==> config.mk <==
export PLATFORM = sky130hd
export DESIGN_NAME = power_req_arbiter
export DESIGN_NICKNAME = d
export VERILOG_FILES = /design/src/rtl/power_arb_pkg.sv /design/src/rtl/power_tag_fifo.sv /design/src/rtl/power_req_arbiter.sv
export SDC_FILE = /design/constraint.sdc
export NUM_CORES = 1
export LEC_CHECK = 0
export BUFFER_PORTS_ARGS = -buffer_cell sky130_fd_sc_hd__buf_2
export CAP_MARGIN = 20
export CELL_PAD_IN_SITES_DETAIL_PLACEMENT = 0
export CELL_PAD_IN_SITES_GLOBAL_PLACEMENT = 1
export CORE_MARGIN = 5
export CORE_UTILIZATION = 33
export DETAILED_ROUTE_END_ITERATION = 8
export PLACE_DENSITY = 0.92
export SLEW_MARGIN = 40
export SYNTH_ARGS = -nofsm -noshare
export SYNTH_HDL_FRONTEND = slang
export SYNTH_SLANG_ARGS = --single-unit
==> constraint.sdc <==
create_clock -name clk -period 4 [get_ports clk]
set_clock_uncertainty 0.2 [all_clocks]
set_input_delay 0.6 -clock clk [delete_from_list [all_inputs] [get_ports clk]]
set_output_delay 0.6 -clock clk [all_outputs]
set_load 0.1 [all_outputs]
==> src/rtl/power_arb_pkg.sv <==
// power_arb_pkg: default widths, width helpers and the
// round-robin priority select shared by the power arbiter.
package power_arb_pkg;

    localparam int DEF_N_REQ        = 4;
    localparam int DEF_DATA_WIDTH   = 32;
    localparam int DEF_RES_WIDTH    = 64;
    localparam int DEF_MAX_INFLIGHT = 8;

    // Widest requester set the select helper handles.
    localparam int RR_MAX   = 8;
    localparam int RR_IDX_W = 3;

    typedef struct packed {
        logic                found;
        logic [RR_MAX-1:0]   grant;
        logic [RR_IDX_W-1:0] idx;
    } rr_pick_t;

    function automatic int id_width(input int n);
        return (n > 1) ? $clog2(n) : 1;
    endfunction

    function automatic int cnt_width(input int depth);
        return $clog2(depth) + 1;
    endfunction

    // First asserted valid at or above ptr, wrapping modulo n.
    function automatic rr_pick_t rr_select(
        input logic [RR_MAX-1:0]   valid,
        input logic [RR_IDX_W-1:0] ptr,
        input int                  n
    );
        rr_pick_t            pick;
        int                  pos;
        logic [RR_IDX_W-1:0] idx;
        pick = '0;
        for (int k = 0; k < RR_MAX; k++) begin
            pos = int'(ptr) + k;
            if (pos >= n) begin
                pos = pos - n;
            end
            idx = RR_IDX_W'(pos);
            if (k < n && !pick.found && valid[idx]) begin
                pick.found      = 1'b1;
                pick.grant[idx] = 1'b1;
                pick.idx        = idx;
            end
        end
        return pick;
    endfunction

endpackage

==> src/rtl/power_tag_fifo.sv <==
// power_tag_fifo: in-order requester-ID FIFO for issued ops.
// Ports: push/push_data, pop/head, empty, full, count.
module power_tag_fifo
    import power_arb_pkg::*;
#(
    parameter int DEPTH = DEF_MAX_INFLIGHT,
    parameter int WIDTH = 2,
    localparam int AW   = $clog2(DEPTH),
    localparam int CW   = cnt_width(DEPTH)
) (
    input  logic             clk,
    input  logic             reset,
    input  logic             push,
    input  logic [WIDTH-1:0] push_data,
    input  logic             pop,
    output logic [WIDTH-1:0] head,
    output logic             empty,
    output logic             full,
    output logic [CW-1:0]    count
);

    logic [WIDTH-1:0] mem [DEPTH];
    logic [AW:0]      wr_ptr;
    logic [AW:0]      rd_ptr;

    // Extra MSB on each pointer tells full from empty.
    assign empty = (wr_ptr == rd_ptr);
    assign full  = (wr_ptr[AW] != rd_ptr[AW]) &&
                   (wr_ptr[AW-1:0] == rd_ptr[AW-1:0]);
    assign count = CW'(wr_ptr - rd_ptr);
    assign head  = mem[rd_ptr[AW-1:0]];

    always_ff @(posedge clk) begin
        if (reset) begin
            wr_ptr <= '0;
            rd_ptr <= '0;
        end else begin
            if (push) begin
                wr_ptr <= wr_ptr + 1'b1;
            end
            if (pop) begin
                rd_ptr <= rd_ptr + 1'b1;
            end
        end
    end

    always_ff @(posedge clk) begin
        if (push) begin
            mem[wr_ptr[AW-1:0]] <= push_data;
        end
    end

endmodule

==> src/rtl/power_req_arbiter.sv <==
// power_req_arbiter: round-robin share of one power unit.
// Ports: req_* in, pw_* to/from power, rsp_* out, credits.
module power_req_arbiter
    import power_arb_pkg::*;
#(
    parameter int N_REQ        = DEF_N_REQ,
    parameter int DATA_WIDTH   = DEF_DATA_WIDTH,
    parameter int RES_WIDTH    = DEF_RES_WIDTH,
    parameter int MAX_INFLIGHT = DEF_MAX_INFLIGHT,
    parameter int ID_WIDTH     = id_width(N_REQ),
    localparam int CNT_WIDTH   = cnt_width(MAX_INFLIGHT)
) (
    input  logic                        clk,
    input  logic                        reset,
    input  logic [N_REQ-1:0]            req_valid,
    input  logic [N_REQ*DATA_WIDTH-1:0] req_data,
    output logic [N_REQ-1:0]            req_ready,
    output logic                        pw_i_valid,
    output logic [DATA_WIDTH-1:0]       pw_i_data,
    input  logic                        pw_o_valid,
    input  logic [RES_WIDTH-1:0]        pw_o_data,
    output logic                        rsp_valid,
    output logic [ID_WIDTH-1:0]         rsp_id,
    output logic [RES_WIDTH-1:0]        rsp_data,
    output logic [CNT_WIDTH-1:0]        inflight,
    output logic                        err_orphan
);

    rr_pick_t              pick;
    logic                  unused_pick;
    logic [ID_WIDTH-1:0]   rr_ptr;
    logic [ID_WIDTH-1:0]   win_id;
    logic [ID_WIDTH-1:0]   next_ptr;
    logic [DATA_WIDTH-1:0] win_data;
    logic                  xfer;
    logic                  pop;
    logic                  fifo_empty;
    logic                  fifo_full;
    logic [ID_WIDTH-1:0]   fifo_head;

    assign pick = rr_select(RR_MAX'(req_valid),
                            RR_IDX_W'(rr_ptr), N_REQ);
    assign unused_pick = ^pick;

    assign win_id   = pick.idx[ID_WIDTH-1:0];
    assign win_data = req_data[int'(win_id)*DATA_WIDTH +: DATA_WIDTH];
    assign next_ptr = (int'(win_id) == N_REQ - 1) ?
                      '0 : win_id + 1'b1;

    // FIFO occupancy is the credit count; a full FIFO
    // means MAX_INFLIGHT ops are outstanding.
    assign req_ready = (!reset && !fifo_full) ?
                       pick.grant[N_REQ-1:0] : '0;
    assign xfer = |(req_valid & req_ready);
    assign pop  = pw_o_valid && !fifo_empty;

    power_tag_fifo #(
        .DEPTH (MAX_INFLIGHT),
        .WIDTH (ID_WIDTH)
    ) u_tags (
        .clk       (clk),
        .reset     (reset),
        .push      (xfer),
        .push_data (win_id),
        .pop       (pop),
        .head      (fifo_head),
        .empty     (fifo_empty),
        .full      (fifo_full),
        .count     (inflight)
    );

    always_ff @(posedge clk) begin
        if (reset) begin
            rr_ptr     <= '0;
            pw_i_valid <= 1'b0;
            pw_i_data  <= '0;
            rsp_valid  <= 1'b0;
            rsp_id     <= '0;
            rsp_data   <= '0;
            err_orphan <= 1'b0;
        end else begin
            pw_i_valid <= xfer;
            pw_i_data  <= xfer ? win_data : '0;
            if (xfer) begin
                rr_ptr <= next_ptr;
            end
            rsp_valid <= pop;
            if (pop) begin
                rsp_id   <= fifo_head;
                rsp_data <= pw_o_data;
            end
            // A result with no owner is sticky until reset.
            if (pw_o_valid && fifo_empty) begin
                err_orphan <= 1'b1;
            end
        end
    end

endmodule
==> results of run 1 <==
-- worst min-delay path by stage --
stage                     slack, ns  cells after the start                to
final                          0.23                      3      rsp_data[13]
after global routing           0.22                      3      rsp_data[18]
after CTS                      0.21                      3      rsp_data[57]
after detailed placement       0.24                      2      rsp_data[37]
after global placement         0.24                      2      rsp_data[19]
after floorplan                0.25                      1  u_tags.wr_ptr[3]
-- per-layer routing --
metal	vias up	track usage	wire (µm)	share of wire
li1	2569	-	-	-
met1	2415	0.191	6930	0.38
met2	267	0.288	8740	0.48
met3	33	0.0736	2010	0.11
met4	0	0.0879	537	0.029
met5	-	0	0	0
-- through the flow --
stage / instances / area (µm²) / hold slack (ns) / utilization / setup slack (ns)
global placement: 1064 / 7450 / 0.239 / 0.434 / 0.426
floorplan: 569 / 5750 / 0.249 / - / 0.229
finish: 1102 / 8060 / 0.232 / 0.469 / 0.196
global route: 1102 / 8060 / 0.216 / 0.469 / 0.00582
detailed placement: 1064 / 7450 / 0.244 / 0.434 / 0.320
CTS: 1095 / 8020 / 0.210 / 0.467 / 0.0125
-- final cells by class --
type                       instances  area [µm²]  share of cell area
antenna                            7        17.5             0.00217
clock buffer                      17         425              0.0528
clock inverter                    14         141              0.0175
inverter                          14        52.6             0.00652
multi-input combinational        384        2810               0.348
sequential                       127        2700               0.335
tap                              225         282              0.0349
timing repair buffer             314        1630               0.202
-- synth_stat cells, drive strengths merged, types with 2 or more instances --
master / instances
o21ai: 8
a21oi: 72
a21boi: 4
nor2: 15
inv: 13
buf: 12
nor3b: 6
a311oi: 3
xnor2: 4
xor2: 4
mux4: 39
nand4: 2
and2: 32
nand2: 150
o31a: 3
dfxtp: 111
o311ai: 3
nor3: 7
clkbuf: 32
mux2i: 3
edfxtp: 16
ha: 9
nand2b: 6
-- flip-flops by register name (all words and copies together), names as in the netlist, named ones only --
| signal | cells |
|---|---|
| rsp_id | 2 |
| err_orphan | 1 |
| rsp_valid | 1 |
| pw_i_data | 32 |
| rsp_data | 64 |
| u_tags.rd_ptr | 4 |
| rr_ptr | 1 |
| pw_i_valid | 1 |
| u_tags.wr_ptr | 4 |
| u_tags.mem | 16 |
-- kinds of logic (layout without fill, tap and decap cells) --
kind of cell               Yosys count  count (layout)  synth area share
other                                0               7                 0
adders and majority gates           10              10            0.0231
buffers and inverters               58             359            0.0475
and+or+nand+nor                    224             224             0.173
AOI/OAI and AO/OA                  100             100             0.104
muxes                               42              42             0.170
xor gates and xnor gates             8               8            0.0122
DFF                                127             127             0.470
-- worst reg2reg max path, stage by stage, from the launching register on --
cell and delay, ns:
dfxtp_1 0.42, inv_1 0.13, ha_1 0.40, or3b_1 0.42, a2111o_1 0.49, nand2_1 0.12, a21oi_2 0.06, a21oi_4 0.31
buf_12 0.29, mux4_1 0.60, and2_1 0.17
==> results.py, run 1 <==
metrics = {
    "status": {
        "status": "finished clean",
    },
    "floorplanning": {
        "die_area_um2": 20100,
        "start_util": 0.334,
        "die_h_um": 142,
        "die_x_um": 142,
        "num_rows": 48,
        "io_pins": 308,
        "core_um2": 17200,
    },
    "yosys": {
        "synth_top_flop_cell": "dfxtp_1",
        "async_flop_share": 0,
        "ys_seq_area_frac": 0.470,
        "syn_area_um2": 5750,
        "synth_top_area_share": 0.387,
        "synth_seq_cells": 127,
        "synth_nets": 778,
        "synth_area_per_cell_um2": 10.1,
        "synthTopCellsByArea": "dfxtp_1 (39%), nand2_1 (9.8%), edfxtp_1 (8.4%), mux4_1 (8.2%), mux4_2 (8.2%)",
        "synthCells": 569,
        "yosys.cell_types.count": 46,
        "synth_edf_count": 16,
        "ys_warn_count": 0,
        "synth_largest_area_cell": "dfxtp_1",
    },
    "detailed_routing": {
        "vias_per_cell": 4.79,
        "vias": 5284,
        "drc_errors": 0,
        "drt_iter0_drc": 231,
        "detail-route-antenna-nets": 0,
        "wl_um": 18200,
        "wl_per_cell_um": 16.5,
        "firstDrtPassIters": 4,
    },
    "sta": {
        "slew_viol_final": 0,
        "finalSetupViolations": 0,
        "tns_ns": 0,
        "maxSlewHeadroom": 0.543,
        "clock.fmax_mhz": 263,
        "finalCritPeriodShare": 0.951,
        "period_minus_slack_ns": 3.80,
        "hold_viol": 0,
        "rsz0062_at_grt": "no",
        "worst_pin_slew_ns": 0.676,
    },
    "global_route": {
        "antenna_found_initial": 7,
        "gr-usage-all-layers": 0.174,
        "overflow": 0,
        "grt_first_pass_wirelength_um": 27500,
        "grt_pass1_vias": 5196,
        "grt_start_max_net_pins": 79,
    },
    "finish": {
        "drive_gt1_frac": 0.429,
        "layout_commonest_cell": "buf_2",
        "fill_cells": 1674,
        "nets": 1067,
        "final_cell_mix": "buf_2 (303), nand2_1 (150), dfxtp_1 (111)",
        "syn_to_final_growth_pct": 40.2,
    },
    "clock_tree": {
        "htree_levels": 4,
        "clock-sinks": 127,
        "clock_latency_ns": 0.40,
        "cts_max_path_buffers": 2,
        "cts_buffers": 17,
        "cts-root-buf": "clkbuf_16",
        "cts_resized": 0,
        "cts_setup_buffers": 0,
        "postCtsHoldBufs": 0,
        "cts_tree": "yes",
        "clk_pin_slew_ns": 0.06,
    },
    "setup_path": {
        "critPathKind": "flop to output pin",
        "worstSetupEndpoint": "req_ready[2]",
        "r2r_start": "rr_ptr[1]",
        "rr_endpoint": "pw_i_data[19]",
        "slowest_stage": "a2111o_1",
        "cp-end-kind": "output pin",
        "reg2reg_slack_ns": 0.28,
        "reg2reg_depth": 10,
        "path_common_cell": "inv_1",
        "critical_path.top_delay_family": "compound AO/OA/AOI/OAI gates",
        "cp.arrival_ns": 3.00,
        "cp_max_fo": 9,
        "worst_ep_required_time_ns": 3.20,
        "cp.buffers_inverters": 3,
        "slowest_delay_ns": 0.49,
        "path_depth": 8,
        "worstSetupStartpointType": "flop",
        "crit_chain": "inv_1 > ha_1 > or3b_1 > a2111o_1 > a21boi_0 > o31ai_2 > inv_1 > buf_6",
        "startpoint": "rr_ptr[1]",
    },
    "run": {
        "drv_cap": 0,
    },
    "place": {
        "io_buffer_count": 307,
        "gp_congestion": 0.887,
        "dp_hpwl_um": 14000,
    },
    "worst_hold_path": {
        "hold_class": "input port to flop",
        "hold_start": "pw_o_data[13]",
    },
}
Power of run 1 is not shown: default switching activity piles up to over one toggle a cycle in this logic, so the estimate is an artifact.
==> inputs of run 2 (changes only) <==
Settings changed: REMOVE_ABC_BUFFERS set to 1.
==> run 2 against run 1 <==
Compared with the run above:
- cell count down 0.27%
- global-route usage about the same
- sequential share of layout area down 0.083 points
- flip-flop and latch count unchanged
- setup slack worse by 0.018 ns
- critical path depth unchanged
- design area up 0.25%
- die area unchanged
- clock-buffer cell count up 2
- critical path type unchanged
- register-to-register slack worse by 0.03 ns
==> results.py, run 2 (synthesized netlist as in run 1, its figures left out) <==
metrics = {
    "setup_path": {
        "cp_max_fo": 10,
        "reg2reg_depth": 10,
        "rr_endpoint": "pw_i_data[19]",
        "cp.arrival_ns": 3.02,
        "worstSetupStartpointType": "flop",
        "slowest_delay_ns": 0.67,
        "slowest_stage": "mux4_2",
        "worst_ep_required_time_ns": 3.20,
        "path_common_cell": "inv_1",
        "cp-end-kind": "output pin",
        "r2r_start": "rr_ptr[1]",
        "crit_chain": "inv_1 > ha_1 > mux4_2 > nand2_1 > o21ai_0 > o31ai_1 > inv_1 > clkbuf_4",
        "critical_path.top_delay_family": "multiplexers",
        "reg2reg_slack_ns": 0.25,
        "critPathKind": "flop to output pin",
        "cp.buffers_inverters": 3,
    },
    "global_route": {
        "grt_first_pass_wirelength_um": 27400,
        "busiest_layer": "met2",
        "use_met1": 0.197,
        "met2_usage": 0.299,
        "use_met3": 0.0618,
        "grt_start_max_net_pins": 79,
        "overflow": 0,
        "grt_pass1_vias": 5151,
        "gr-usage-all-layers": 0.174,
        "antenna_found_initial": 2,
    },
    "sta": {
        "slew_viol_final": 0,
        "finalCritPeriodShare": 0.956,
        "finalSetupViolations": 0,
        "hold_viol": 0,
        "period_minus_slack_ns": 3.82,
        "clock.fmax_mhz": 262,
        "whs_ns": 0.228,
        "worst_pin_slew_ns": 0.764,
        "rsz0062_at_grt": "no",
        "maxSlewHeadroom": 0.490,
    },
    "place": {
        "place_inst": 1065,
        "io_buffer_count": 307,
        "gp_congestion": 0.880,
        "dp_hpwl_um": 13800,
    },
    "detailed_routing": {
        "wl_per_cell_um": 16.2,
        "drt_iter0_drc": 131,
        "detail-route-antenna-nets": 0,
        "vias_per_cell": 4.77,
        "firstDrtPassIters": 4,
        "wl_um": 17800,
        "drc_errors": 0,
        "vias": 5246,
    },
    "floorplanning": {
        "num_rows": 48,
        "start_util": 0.334,
        "io_pins": 308,
        "die_area_um2": 20100,
        "die_x_um": 142,
        "die_h_um": 142,
        "core_um2": 17200,
    },
    "finish": {
        "regArea_um2": 2700,
        "nets": 1069,
        "final_util": 0.470,
        "syn_to_final_growth_pct": 40.6,
        "top_register": "rsp_data",
        "fill_cells": 1636,
        "multi_input_area_um2": 2790,
        "final_cell_mix": "buf_2 (303), nand2_1 (150), dfxtp_1 (111)",
        "largest_register_ffs": 64,
        "layout_commonest_cell": "buf_2",
        "drive_gt1_frac": 0.429,
        "stdcell_count": 1099,
    },
    "status": {
        "status": "finished clean",
    },
    "clock_tree": {
        "cts_max_path_buffers": 2,
        "cts_buffers": 17,
        "cts-root-buf": "clkbuf_16",
        "clk_pin_slew_ns": 0.06,
        "postCtsHoldBufs": 0,
        "htree_levels": 4,
        "clock_latency_ns": 0.40,
        "cts_setup_buffers": 0,
        "clock-sinks": 127,
        "cts_tree": "yes",
        "cts_resized": 0,
    },
    "worst_hold_path": {
        "hold_class": "input port to flop",
        "hold_start": "pw_o_data[30]",
        "whs_path_depth": 3,
        "hold_end": "rsp_data[30]",
    },
    "run": {
        "drv_cap": 0,
    },
}
## run 2: cell count changes in the layout (fill, tap and decap cells not counted), sizes merged
cell	before	now
bufinv	2	1
diode	7	2
buf	311	312
clkinvlp	0	1
clkbuf	20	23
clkinv	10	8
## run 2: worst reg2reg max path, stage by stage, from the launching register on
cell      delay, ns
dfxtp_1        0.43
inv_1          0.12
ha_1           0.40
or3b_1         0.40
a2111o_1       0.48
nand2_1        0.12
a21oi_2        0.06
a21oi_4        0.38
buf_12         0.27
mux4_1         0.60
and2_1         0.18
## run 2: layout make-up
type,count,area share
antenna,2,0.000620
tap,225,0.0349
inverter,14,0.00651
clock buffer,19,0.0575
clock inverter,12,0.0133
sequential,127,0.335
multi-input combinational,384,0.345
timing repair buffer,316,0.207
## run 2: stage by stage
stage          setup WS [ns]  cell area, µm²  TNS [ns]
2_1_floorplan         -0.155            5530     -4.64
3_3_place_gp           0.377            7470         0
3_5_place_dp           0.264            7470         0
4_1_cts               0.0831            8040         0
5_1_grt              0.00288            8080         0
6_report               0.177            8080         0
## run 2: worst max path at each step
stage | cells after the start | slack (ns) | startpoint | to
2_1_floorplan | 8 | -0.15 | u_tags.rd_ptr[1] | u_tags.rd_ptr[3]
3_3_place_gp | 10 | 0.38 | rr_ptr[1] | pw_i_data[12]
3_5_place_dp | 10 | 0.26 | rr_ptr[1] | pw_i_data[19]
4_1_cts | 8 | 0.08 | rr_ptr[1] | req_ready[2]
5_1_grt | 8 | 0.003 | rr_ptr[1] | req_ready[2]
6_report | 8 | 0.18 | rr_ptr[1] | req_ready[2]
## run 2: per-layer routing
layer / vias up / part of all wire
met5: - / 0
met4: 0 / 0.015
met3: 22 / 0.10
met2: 242 / 0.50
met1: 2417 / 0.38
li1: 2565 / -
Power of run 2 is left out for the same reason.
==> inputs of run 3 (changes only) <==
Settings changed: PLACE_DENSITY 0.92 to 0.85.
==> run 3 against run 2 <==
Compared with the run above:
- via count up 0.48%
- die area stayed put
- largest cell class unchanged
- sequential share of layout area shrank 0.31 points
- first-iteration DRC count up 27%
- setup slack got worse by 0.013 ns
- worst hold slack gained 0.0031 ns
- design area increased by 0.94%
==> results.py, run 3 (synthesized netlist as in run 1, its figures left out) <==
metrics = {
    "place": {
        "gp_congestion": 0.851,
        "place_inst": 1066,
        "io_buffer_count": 307,
        "dp_hpwl_um": 14000,
        "place_area_um2": 7470,
    },
    "sta": {
        "clock.fmax_mhz": 261,
        "maxSlewHeadroom": 0.522,
        "slew_viol_final": 0,
        "rsz0062_at_grt": "no",
        "worst_pin_slew_ns": 0.716,
        "finalCritPeriodShare": 0.959,
        "finalSetupViolations": 0,
        "whs_ns": 0.231,
        "period_minus_slack_ns": 3.84,
        "hold_viol": 0,
    },
    "setup_path": {
        "r2r_start": "rr_ptr[1]",
        "cp.arrival_ns": 3.04,
        "worst_ep_required_time_ns": 3.20,
        "critPathKind": "flop to output pin",
        "startpoint": "rr_ptr[1]",
        "cp-end-kind": "output pin",
        "cp_max_fo": 9,
        "worstSetupStartpointType": "flop",
    },
    "finish": {
        "multi_input_area_um2": 2810,
        "drive_gt1_frac": 0.431,
        "largest_register_ffs": 64,
        "stdcell_count": 1103,
        "final_util": 0.475,
        "syn_to_final_growth_pct": 41.9,
        "final_cell_mix": "buf_2 (303), nand2_1 (150), dfxtp_1 (111)",
        "layout.cell_area.non_filler_um2": 8150,
        "fill_cells": 1679,
        "regArea_um2": 2700,
        "layout_commonest_cell": "buf_2",
        "top_register": "rsp_data",
        "nets": 1069,
    },
    "clock_tree": {
        "htree_levels": 4,
        "postCtsHoldBufs": 0,
        "cts_tree": "yes",
        "clk_pin_slew_ns": 0.06,
        "clock-sinks": 127,
        "cts_max_path_buffers": 2,
        "cts-root-buf": "clkbuf_16",
        "cts_buffers": 17,
        "clock_latency_ns": 0.40,
        "cts_setup_buffers": 0,
    },
    "floorplanning": {
        "core_um2": 17200,
        "num_rows": 48,
        "io_pins": 308,
        "die_h_um": 142,
        "start_util": 0.334,
        "die_x_um": 142,
        "die_area_um2": 20100,
    },
    "global_route": {
        "grt_first_pass_wirelength_um": 27700,
        "grt_start_max_net_pins": 79,
        "grt_pass1_vias": 5336,
        "antenna_found_initial": 5,
        "overflow": 0,
        "gr-usage-all-layers": 0.176,
    },
    "detailed_routing": {
        "vias_per_cell": 4.78,
        "wl_per_cell_um": 16.4,
        "firstDrtPassIters": 4,
        "detail-route-antenna-nets": 0,
        "wl_um": 18100,
        "vias": 5271,
        "drc_errors": 0,
        "drt_iter0_drc": 166,
    },
    "status": {
        "status": "finished clean",
    },
    "worst_hold_path": {
        "hold_class": "input port to flop",
        "hold_start": "pw_o_data[23]",
    },
    "run": {
        "drv_cap": 0,
    },
}
[run 3: cell count changes in the layout (fill, tap and decap cells not counted), sizes merged]
cell	previous run	this run
clkinv	8	4
clkbuf	23	20
inv	16	20
bufinv	1	5
clkinvlp	1	0
diode	2	5
buf	312	313
[run 3: final timing paths]
kind,to,slack [ns],depth (start not counted)
worst min register to register,rsp_data[57],0.25,2
worst max register to register,pw_i_data[11],0.30,10
worst min-delay path,rsp_data[23],0.23,3
worst max-delay path,req_ready[0],0.16,7
[run 3: layout make-up]
type,instances,area share
Sequential cell,127,0.331
Multi-Input combinational cell,384,0.344
Clock buffer,17,0.0522
Timing Repair Buffer,316,0.202
Antenna cell,5,0.00153
Clock inverter,15,0.0279
Tap cell,225,0.0345
Inverter,14,0.00644
[run 3: timing repair]
action | in CTS | in global routing
hold endpoints to repair | 0 | 0
gates resized for setup | 0 | 7
endpoints found under the setup margin | 0 | 4
[run 3: stage by stage]
stage                     setup TNS [ns]  setup WS [ns]
after floorplan                    -4.64         -0.155
after global placement                 0          0.414
after detailed placement               0          0.295
after CTS                              0        0.00976
after global routing                   0         0.0242
final                                  0          0.165
[run 3: critical path, stage by stage, from the launching register on]
cell and delay [ns]:
dfxtp_1 0.43, inv_1 0.12, ha_1 0.41, or3b_1 0.42
a2111o_1 0.47, a21boi_0 0.28, o31a_1 0.17, clkbuf_4 0.33
[run 3: layer usage]
layer,vias up,global-route usage,part of all wire
met2,259,0.311,0.50
li1,2565,-,-
met5,-,0,0
met4,0,0.0808,0.028
met1,2420,0.190,0.37
met3,27,0.0618,0.10
Power of run 3 is left out for the same reason.
